$ cat config.mk
export PLATFORM = sky130hd
export DESIGN_NAME = ram_sync
export DESIGN_NICKNAME = d
export VERILOG_FILES = /design/src/rtl/ram_sync.sv
export SDC_FILE = /design/constraint.sdc
export NUM_CORES = 1
export LEC_CHECK = 0
export ABC_AREA = 1
export CORE_MARGIN = 4
export CORE_UTILIZATION = 25
export CTS_CLUSTER_SIZE = 30
export DETAILED_ROUTE_END_ITERATION = 16
export SYNTH_ARGS = -nofsm -noshare
export SYNTH_HDL_FRONTEND = slang
export SYNTH_SLANG_ARGS = --single-unit
export TNS_END_PERCENT = 100
$ cat constraint.sdc
create_clock -name clk -period 5.4 [get_ports clk]
set_input_delay 1.08 -clock clk [delete_from_list [all_inputs] [get_ports clk]]
set_output_delay 1.08 -clock clk [all_outputs]
set_load 0.02 [all_outputs]
$ cat src/rtl/ram_sync.sv
// Single-port synchronous RAM with byte enables, one-cycle registered read and
// a runtime clear sequence that zeroes one word per cycle.
module ram_sync #(
  parameter int DATA_W        = 32,
  parameter int ADDR_W        = 4,
  parameter int READ_ON_WRITE = 0
) (
  input  logic                clk,
  input  logic                rst,
  input  logic                clr,
  input  logic                req,
  input  logic                w_en,
  input  logic [DATA_W/8-1:0] be,
  input  logic [ADDR_W-1:0]   address,
  input  logic [DATA_W-1:0]   data_input,
  output logic                ready,
  output logic                busy,
  output logic                rd_valid,
  output logic [DATA_W-1:0]   data_output
);

  localparam int   DEPTH = 2 ** ADDR_W;
  localparam int   NB    = DATA_W / 8;
  localparam logic ROW   = (READ_ON_WRITE != 0);

  typedef enum logic {CLEAR, IDLE} state_t;

  state_t            r_state;
  logic [ADDR_W-1:0] r_clr_ptr;
  logic              r_ready;
  logic              r_busy;
  logic              r_rd_valid;

  logic w_acc;
  logic w_wr;
  logic w_rd_upd;
  logic w_clr_we;

  // clr in IDLE takes priority over a same-cycle request, which is dropped
  assign w_acc    = req & r_ready & ~clr & ~rst;
  assign w_wr     = w_acc & w_en;
  assign w_rd_upd = w_acc & (~w_en | ROW);
  assign w_clr_we = (r_state == CLEAR) & ~rst;

  always_ff @(posedge clk) begin
    if (rst) begin
      r_state   <= CLEAR;
      r_clr_ptr <= '0;
      r_ready   <= 1'b0;
      r_busy    <= 1'b1;
    end else begin
      case (r_state)
        CLEAR: begin
          r_clr_ptr <= r_clr_ptr + 1'b1;
          if (r_clr_ptr == ADDR_W'(DEPTH - 1)) begin
            r_state <= IDLE;
            r_ready <= 1'b1;
            r_busy  <= 1'b0;
          end
        end
        IDLE: begin
          if (clr) begin
            r_state   <= CLEAR;
            r_clr_ptr <= '0;
            r_ready   <= 1'b0;
            r_busy    <= 1'b1;
          end
        end
        default: begin
          r_state <= CLEAR;
        end
      endcase
    end
  end

  always_ff @(posedge clk) begin
    if (rst) begin
      r_rd_valid <= 1'b0;
    end else begin
      r_rd_valid <= w_rd_upd;
    end
  end

  // One byte-wide memory per lane; a write-with-readback returns new bytes for
  // enabled lanes and the stored bytes for the others.
  genvar gi;
  generate
    for (gi = 0; gi < NB; gi++) begin : g_lane
      logic [7:0] r_mem [DEPTH];
      logic [7:0] r_q;

      always_ff @(posedge clk) begin
        if (w_clr_we) begin
          r_mem[r_clr_ptr] <= '0;
        end else if (w_wr && be[gi]) begin
          r_mem[address] <= data_input[gi*8 +: 8];
        end
      end

      always_ff @(posedge clk) begin
        if (rst) begin
          r_q <= '0;
        end else if (w_rd_upd) begin
          r_q <= (w_en && be[gi]) ? data_input[gi*8 +: 8] : r_mem[address];
        end
      end

      assign data_output[gi*8 +: 8] = r_q;
    end
  endgenerate

  assign ready    = r_ready;
  assign busy     = r_busy;
  assign rd_valid = r_rd_valid;

endmodule

==> run_summary.xml <==
<?xml version="1.0" encoding="UTF-8"?>
<metrics>
  <group name="sta">
    <metric name="final_min_period_over_clock_period" unit="%">66.6</metric>
    <metric name="finalSetupViolations" unit="">0</metric>
    <metric name="unrepaired_setup_endpoints_after_global_routing" unit="">false</metric>
    <metric name="fmaxAchievable" unit="GHz">0.278</metric>
    <metric name="timing.final.hold_violations" unit="">0</metric>
    <metric name="worst_tran_pin_value" unit="ns">1.05</metric>
    <metric name="period_needed" unit="ns">3.60</metric>
    <metric name="fin_tns_setup" unit="ns">0</metric>
    <metric name="worst_slew_margin_rel" unit="%">29.9</metric>
    <metric name="maxSlewViolCount" unit="">0</metric>
    <metric name="fin_worst_skew" unit="ns">0.0216</metric>
  </group>
  <group name="floorplan">
    <metric name="floorplan.core_area" unit="um^2">96700</metric>
    <metric name="core.rowCount" unit="">114</metric>
    <metric name="ioPinCount" unit="">80</metric>
    <metric name="die_area" unit="um^2">103000</metric>
    <metric name="initial_utilization" unit="%">25.2</metric>
    <metric name="dieHeight" unit="um">320</metric>
    <metric name="die_width" unit="um">320</metric>
  </group>
  <group name="final_layout">
    <metric name="layout.cells.most_common" unit="">nand2_1</metric>
    <metric name="layout.cells.most_common_list" unit="">884 x nand2_1, 512 x edfxtp_1, 382 x nand3_1, 335 x inv_1, 101 x nor2_1</metric>
    <metric name="postLayoutCellArea" unit="um^2">28400</metric>
    <metric name="num-fill-cells" unit="">9953</metric>
    <metric name="layout-area-overhead-vs-synth" unit="%">16.5</metric>
    <metric name="layout-drive-gt1-share" unit="%">7.25</metric>
    <metric name="finalNetCount" unit="">2578</metric>
  </group>
  <group name="worst_setup_path">
    <metric name="r2r_cells" unit="">9</metric>
    <metric name="worst-endpoint-arrival" unit="ns">3.83</metric>
    <metric name="regToRegSetupSlack" unit="ns">2.55</metric>
    <metric name="rr_endpoint" unit="">g_lane[2].r_mem[6][4]</metric>
    <metric name="crit-reg2reg-launch" unit="">ready</metric>
    <metric name="path_class" unit="">in -&gt; reg</metric>
    <metric name="worstSetupStartpointType" unit="">input pin</metric>
    <metric name="setup.worst_path.end_class" unit="">flop</metric>
    <metric name="worstPathRequired" unit="ns">5.63</metric>
    <metric name="timing.critical_path.fanout_max" unit="">8</metric>
  </group>
  <group name="route">
    <metric name="dr.first_iter.drc_count" unit="">1394</metric>
    <metric name="via_per_inst" unit="">4.29</metric>
    <metric name="detailroute.via_count" unit="">16500</metric>
    <metric name="post-route-drc-count" unit="">0</metric>
    <metric name="routedWlPerCell" unit="um">16.9</metric>
    <metric name="dr.pass1.iters" unit="">8</metric>
    <metric name="detail_route.wirelength" unit="um">65200</metric>
    <metric name="number_of_antenna_violating_nets_in_the_routed_design" unit="">0</metric>
  </group>
  <group name="pwr">
    <metric name="power.switching_fraction" unit="%">22.2</metric>
    <metric name="comb_power_share" unit="%">5.8</metric>
    <metric name="net-switching-power" unit="mW">2.01</metric>
    <metric name="vdd_drop_max" unit="mV">0.193</metric>
    <metric name="power_density_relative_to_cell_area" unit="nW/um^2">320</metric>
    <metric name="power.internal" unit="mW">7.07</metric>
    <metric name="sequentialPowerShare" unit="%">51.4</metric>
    <metric name="power.share.clock" unit="%">42.8</metric>
    <metric name="power_leakage" unit="nW">11.7</metric>
  </group>
  <group name="cts">
    <metric name="tritoncts" unit="">done</metric>
    <metric name="clk_pin_slew_worst_paths" unit="ns">0.06</metric>
    <metric name="clock_tree.htree_level_count" unit="">2</metric>
    <metric name="clock-sinks" unit="">552</metric>
    <metric name="cts_max_path_buffers" unit="">3</metric>
    <metric name="cts-root-buf" unit="">clkbuf_16</metric>
    <metric name="clk-insertion-delay-late" unit="ns">0.61</metric>
    <metric name="cts_buffers" unit="">55</metric>
    <metric name="holdBufCountCts" unit="">0</metric>
    <metric name="post_cts_buffers" unit="">0</metric>
    <metric name="post_cts_resized" unit="">0</metric>
  </group>
  <group name="worst_hold_path">
    <metric name="timing.hold.worst_endpoint" unit="">busy</metric>
    <metric name="min_path_cells" unit="">2</metric>
    <metric name="holdCritPathClass" unit="">reg -&gt; reg</metric>
    <metric name="worstHoldStart" unit="">busy</metric>
  </group>
  <group name="yosys">
    <metric name="nets_in_the_synthesized_netlist" unit="">2519</metric>
    <metric name="avgSynthCellArea" unit="um^2">9.86</metric>
    <metric name="synth_top_area_cell" unit="">edfxtp_1</metric>
    <metric name="ys_warn_count" unit="">0</metric>
    <metric name="synth_top_area_share" unit="%">63.0</metric>
    <metric name="ys_seq_elements" unit="">552</metric>
    <metric name="synthesis.area" unit="um^2">24400</metric>
    <metric name="ys_seq_area_share" unit="%">66.3</metric>
    <metric name="synthTopCellsByArea" unit="">edfxtp_1 63%, nand2_1 14%, nand3_1 7.8%</metric>
    <metric name="syn_inst" unit="">2473</metric>
    <metric name="synth_cell_types" unit="">35</metric>
  </group>
  <group name="place">
    <metric name="detailed_place.area" unit="um^2">26600</metric>
    <metric name="gp_congestion" unit="">0.783</metric>
    <metric name="portBuffers" unit="">79</metric>
    <metric name="post-dp-hpwl" unit="um">40200</metric>
  </group>
  <group name="global_route">
    <metric name="grt_start_max_net_pins" unit="">133</metric>
    <metric name="grt_overflow" unit="">0</metric>
    <metric name="number_of_global_route_vias_before_repair" unit="">16100</metric>
    <metric name="global_route.usage.total" unit="%">12.5</metric>
    <metric name="grt_pass1_wl" unit="um">98300</metric>
    <metric name="grt_antenna_before_repair" unit="">3</metric>
  </group>
  <group name="run">
    <metric name="max-cap-violations" unit="">0</metric>
  </group>
  <group name="status">
    <metric name="status" unit="">finished clean</metric>
  </group>
</metrics>
[kinds of logic (layout without fill, tap and decap cells)]
logic type	after synthesis	after routing	share of synthesized area, %
and+or+nand+nor	1410	1410	24.5
DFF	552	552	66.3
buffers and inverters	467	573	7.77
AOI/OAI and AO/OA	43	43	1.31
adders and majority gates	1	1	0.0513
other	0	1	0
[metrics by stage]
stage / hold slack (ns) / total power [mW] / util, % / std cells / setup WS, ns
5_1_grt: 0.528 / 9.39 / 29.4 / 3855 / 1.63
4_1_cts: 0.493 / 9.15 / 29.4 / 3855 / 1.83
6_report: 0.493 / 9.08 / 29.4 / 3856 / 1.80
2_1_floorplan: 0.519 / 5.10 / - / 2473 / 2.65
3_5_place_dp: 0.480 / 5.29 / 27.5 / 3751 / 1.19
3_3_place_gp: 0.469 / 5.28 / 27.5 / 3751 / 1.29
[cell type report]
cell class / instances / area, um^2 / area share, %
antenna: 1 / 2.50 / 0.00881
clock buffer: 74 / 1520 / 5.35
clock inverter: 30 / 315 / 1.11
inverter: 342 / 1300 / 4.57
multi-input combinational: 1454 / 6320 / 22.3
sequential: 552 / 16200 / 57.0
tap: 1276 / 1600 / 5.62
timing repair buffer: 127 / 1170 / 4.12
[sequential cells by signal (all words and copies together) (netlist names)]
signal	count
r_state	1
r_clr_ptr	4
g_lane.r_mem	512
ready	1
g_lane.r_q	32
busy	1
rd_valid	1
[cells in the mapped netlist, drive strengths merged]
cell and instances:
a211oi 1, a21oi 1, a32o 1, and3 2, buf 75, clkbuf 50, clkinv 2, dfxtp 40
edfxtp 512, ha 1, inv 340, nand2 906, nand3 389, nor2 107, nor3 5, nor4 1
o211ai 1, o21a 32, o21ai 7
[critical path: stages]
cell and delay [ns]:
clkdlybuf4s50_1 0.60, nor2_2 0.17, nand3_2 0.34, buf_4 0.34, nor3_2 0.20, nand2_1 0.10
nand2_1 0.15, nand3_1 0.16, nor2_1 0.66
[layer usage]
layer / up-vias / part of all wire (%) / global-route usage [%]
met1: 7856 / 43 / 16.3
met2: 426 / 48 / 20.8
met5: - / 0.025 / 0
li1: 8128 / - / -
met3: 114 / 6.1 / 2.49
met4: 2 / 3.4 / 4.58
[power by group through the flow]
stage	Clock, mW	Sequential, mW	Combinational (mW)
finish	3.89	4.67	0.523
detailed placement	0	4.76	0.525
global placement	0	4.76	0.521
CTS	3.95	4.67	0.528
floorplan	0	4.76	0.338
global route	4.14	4.67	0.578
[how the worst max path moves through the flow]
stage                       endpoint  slack, ns        from  cells past startpoint
6_report       g_lane[2].r_mem[6][4]       1.80         rst                      9
5_1_grt        g_lane[0].r_mem[1][4]       1.63         rst                     10
4_1_cts        g_lane[2].r_mem[3][5]       1.83         rst                     11
3_5_place_dp   g_lane[2].r_mem[3][2]       1.19         rst                     11
3_3_place_gp   g_lane[2].r_mem[4][3]       1.29         rst                      9
2_1_floorplan  g_lane[3].r_mem[4][0]       2.65  address[1]                      8
No activity file was read; power rests on OpenSTA's default activity.
==> RTL change 1, RTL diff (config.mk and constraints unchanged) <==
`ADDR_W`: 4 -> 3.
--- a/src/rtl/ram_sync.sv
+++ b/src/rtl/ram_sync.sv
@@ -2,7 +2,7 @@
 // a runtime clear sequence that zeroes one word per cycle.
 module ram_sync #(
   parameter int DATA_W        = 32,
-  parameter int ADDR_W        = 4,
+  parameter int ADDR_W        = 3,
   parameter int READ_ON_WRITE = 0
 ) (
   input  logic                clk,
Interface: changed (resized address); port bits go from 80 to 79. The function was not compared with the original's and may differ.
==> RTL change 1 against the unedited design <==
- final area is 48% lower
- register-to-register slack better by 0.33 ns
- die area is 48% lower
- synthesized area is 49% lower
- sequential cell count is 257 lower
- sequential share of layout area is 0.39 points higher
- routed wire length is 52% lower
- total power is 46% lower
- global-route usage is 0.94 points lower
- setup slack better by 0.12 ns
==> RTL change 1: results (changes against the unedited design) <==
metric,value,unit,change
port_buffers,78,,was 79
dp_cells,1824,,was 3751
drive_above_1_share,0.0644,,was 0.0725
status,"finished, final reports clean",,unchanged
num_antenna_cells,0,,was 1
synthesis.instances,1142,,was 2473
powerComb,0.306,mW,was 0.523 mW
synth_edf_count,256,,was 512
peakVddDrop,219,µV,was 193 µV
grt_pass1_vias,8243,,was 16100
via_per_inst,4.40,,was 4.29
gp_congestion,0.801,,was 0.783
reg_top3,"g_lane.r_mem x256, g_lane.r_q x32, r_clr_ptr x3",,"was g_lane.r_mem x512, g_lane.r_q x32, r_clr_ptr x4"
clk_latency,0.56,ns,was 0.61 ns
drt_iter0_drc,613,,was 1394
wl,31600,µm,was 65200 µm
p_leak,5.51,nW,was 11.7 nW
pwr-share-clk,0.420,,was 0.428
placed_cell_area,13800,µm²,was 26600 µm²
cts_buffers,28,,was 55
fin_hold_ws,0.464,ns,was 0.493 ns
p_clk,2.04,mW,was 3.89 mW
power.switching,1.05,mW,was 2.01 mW
cpPeakStageDelay,0.60,ns,was 0.66 ns
crit_slowest_cell,clkdlybuf4s50_1,,was nor2_1
hpwl,21000,µm,was 40200 µm
synth_common_cells,"edfxtp_1, nor2_1, nand2_1, inv_1, o21ai_0",,"was nand2_1, edfxtp_1, nand3_1, inv_1, nor2_1"
[RTL change 1: how the worst max path moves through the flow]
stage	startpoint	end	slack [ns]	cells past startpoint
after CTS	rst	g_lane[1].r_mem[1][5]	1.90	7
after detailed placement	rst	g_lane[1].r_mem[1][3]	1.32	7
after global routing	rst	g_lane[1].r_mem[0][5]	1.68	7
final	rst	g_lane[1].r_mem[5][7]	1.93	7
after global placement	rst	g_lane[1].r_mem[5][5]	1.45	7
after floorplan	req	g_lane[0].r_mem[0][0]	2.75	6
[RTL change 1: final cells by class]
| cell class | count | area [µm²] |
|---|---|---|
| Inverter | 112 | 424 |
| Timing Repair Buffer | 85 | 830 |
| Clock inverter | 6 | 60.1 |
| Tap cell | 664 | 831 |
| Sequential cell | 295 | 8470 |
| Clock buffer | 46 | 931 |
| Fill cell | 4996 | 34300 |
| Multi-Input combinational cell | 668 | 3220 |
[RTL change 1: worst min-delay path, stage by stage (launching register included)]
cell	delay [ns]
dfxtp_1	0.31
nand2_1	0.06
nand2_1	0.05
[RTL change 1: cells by family after synthesis]
kind of cell / after synthesis / share of synthesized area
AND/OR/NAND/NOR: 464 / 0.162
adder cells (fa/ha/maj): 2 / 0.00201
flip-flops: 295 / 0.681
buffers and inverters: 179 / 0.0610
AO/OA/AOI/OAI: 202 / 0.0943
[RTL change 1: routing by layer]
layer | part of all wire | vias up
met2 | 0.47 | 219
met4 | 0.018 | 0
met3 | 0.047 | 43
met1 | 0.46 | 3963
met5 | 0 | -
li1 | - | 4027
==> RTL change 2, RTL diff (same settings) <==
Made on the original files. Reset style: asynchronous (`rst`), changed in 3 clocked blocks.
--- a/src/rtl/ram_sync.sv
+++ b/src/rtl/ram_sync.sv
@@ -42,7 +42,7 @@
   assign w_rd_upd = w_acc & (~w_en | ROW);
   assign w_clr_we = (r_state == CLEAR) & ~rst;
 
-  always_ff @(posedge clk) begin
+  always_ff @(posedge clk or posedge rst) begin
     if (rst) begin
       r_state   <= CLEAR;
       r_clr_ptr <= '0;
@@ -73,7 +73,7 @@
     end
   end
 
-  always_ff @(posedge clk) begin
+  always_ff @(posedge clk or posedge rst) begin
     if (rst) begin
       r_rd_valid <= 1'b0;
     end else begin
@@ -97,7 +97,7 @@
         end
       end
 
-      always_ff @(posedge clk) begin
+      always_ff @(posedge clk or posedge rst) begin
         if (rst) begin
           r_q <= '0;
         end else if (w_rd_upd) begin
Function: no difference found for any inputs over 10 cycles, from zero or initial values and one cycle with rst high; that may be too few to reach the edited logic, so the function may still have changed.
==> RTL change 2 against the unedited design <==
- setup slack worse by 0.23 ns
- sequential share of layout area grew 3.9 points
- clock skew rose by 0.016 ns
- critical endpoint is now g_lane[3].r_mem[13][5]
- routed wire length is 6.2% lower
- final area down 5.2%
- sequential cell count is the same
- maximum frequency fell by 5.9%
- synthesized area decreased by 5.3%
- final cell count is 11% lower
Power is not compared: it rests on default switching activity, and its combinational part moved more than twofold at a synthesized area within 25%.
==> RTL change 2: results (changes against the unedited design) <==
metric,value,unit,change
status,"finished, final reports clean",,unchanged
path_max_fanout,34,,was 8
via_per_inst,4.47,,was 4.29
wl_per_cell,17.8,µm,was 16.9 µm
firstDrtPassIters,5,,was 8
drt_iter0_drc,1215,,was 1394
drive_above_1_share,0.0688,,was 0.0725
clk_path_buf_depth,3,,unchanged
dr_wl_met2,27900,µm,was 31000 µm
placed_cell_area,25200,µm²,was 26600 µm²
synth_compound_area_frac,0.00276,,was 0.0131
antenna_found_initial,5,,was 3
finalNetCount,2254,,was 2578
met3_length,4150,µm,was 3980 µm
gp_congestion,0.796,,was 0.783
crit_slowest_cell,nor2_1,,unchanged
arrival,4.05,ns,was 3.83 ns
grt_pass1_vias,15000,,was 16100
max-slew-margin-rel,0.231,,was 0.299
grt_use_total,0.122,,was 0.125
syn-num-nets,2193,,was 2519
hpwl,38500,µm,was 40200 µm
pwr-share-clk,0.341,,
ys_warn_count,0,,unchanged
cts_buffers,53,,was 55
synth_common_cells,"nand2_1, edfxtp_1, nand3_1, nor2_1, buf_2",,"was nand2_1, edfxtp_1, nand3_1, inv_1, nor2_1"
synth-adder-area-share,0.000542,,was 0.000513
fin_hold_ws,0.475,ns,was 0.493 ns
n_fill_cell,9356,,was 9953
grt_first_pass_wirelength,92600,µm,was 98300 µm
synth_area_leaders,"edfxtp_1, nand2_1, nand3_1, dfrtp_1, nor2_1",,"was edfxtp_1, nand2_1, nand3_1, inv_1, dfxtp_1"
fin_skew,0.0376,ns,was 0.0216 ns
cpPeakStageDelay,0.79,ns,was 0.66 ns
seq_area_frac_synth,0.709,,was 0.663
wl_met1,27700,µm,was 28000 µm
-- RTL change 2: cell count changes after synthesis, sizes merged, moves of 2 or more --
cell / before / now
and3: 2 / 0
buf: 75 / 77
clkbuf: 50 / 45
clkinv: 2 / 0
dfrtp: 0 / 39
dfxtp: 40 / 0
inv: 340 / 54
nand2: 906 / 861
nand3: 389 / 434
nand4: 0 / 5
nor3: 5 / 0
o21a: 32 / 0
o21ai: 7 / 10
-- RTL change 2: kinds of logic after synthesis --
group           Yosys count
simple gates           1406
buf+inv                 176
flops                   552
fa+ha+maj                 1
compound gates           12
-- RTL change 2: final cells by class --
class | instances | area (µm²) | share of cell area
well taps | 1186 | 1480 | 0.0551
clock buffers | 70 | 1440 | 0.0535
diodes | 3 | 7.51 | 0.000279
repair buffers | 128 | 1150 | 0.0427
multi-input cells | 1419 | 5990 | 0.222
clock inverters | 30 | 273 | 0.0101
flip-flops and latches | 552 | 16400 | 0.608
inverters | 54 | 213 | 0.00790
-- RTL change 2: through the flow --
| stage | setup WS, ns | cells | power, mW |
|---|---|---|---|
| 6_report | 1.58 | 3442 | 10.7 |
| 4_1_cts | 1.62 | 3439 | 10.8 |
| 3_5_place_dp | 0.966 | 3339 | 7.12 |
| 5_1_grt | 1.30 | 3439 | 11.1 |
| 3_3_place_gp | 1.05 | 3339 | 7.11 |
| 2_1_floorplan | 2.18 | 2147 | 6.40 |
-- RTL change 2: final timing paths --
check	startpoint	end	depth (start not counted)
max in group asynchronous	rst	g_lane[0].r_q[7]	3
min in group asynchronous	rst	r_clr_ptr[2]	2
max	rst	g_lane[3].r_mem[13][5]	9
min	g_lane[1].r_q[6]	g_lane[1].r_q[6]	2
max reg2reg	r_state	g_lane[0].r_mem[4][6]	6
min reg2reg	g_lane[1].r_q[6]	g_lane[1].r_q[6]	2
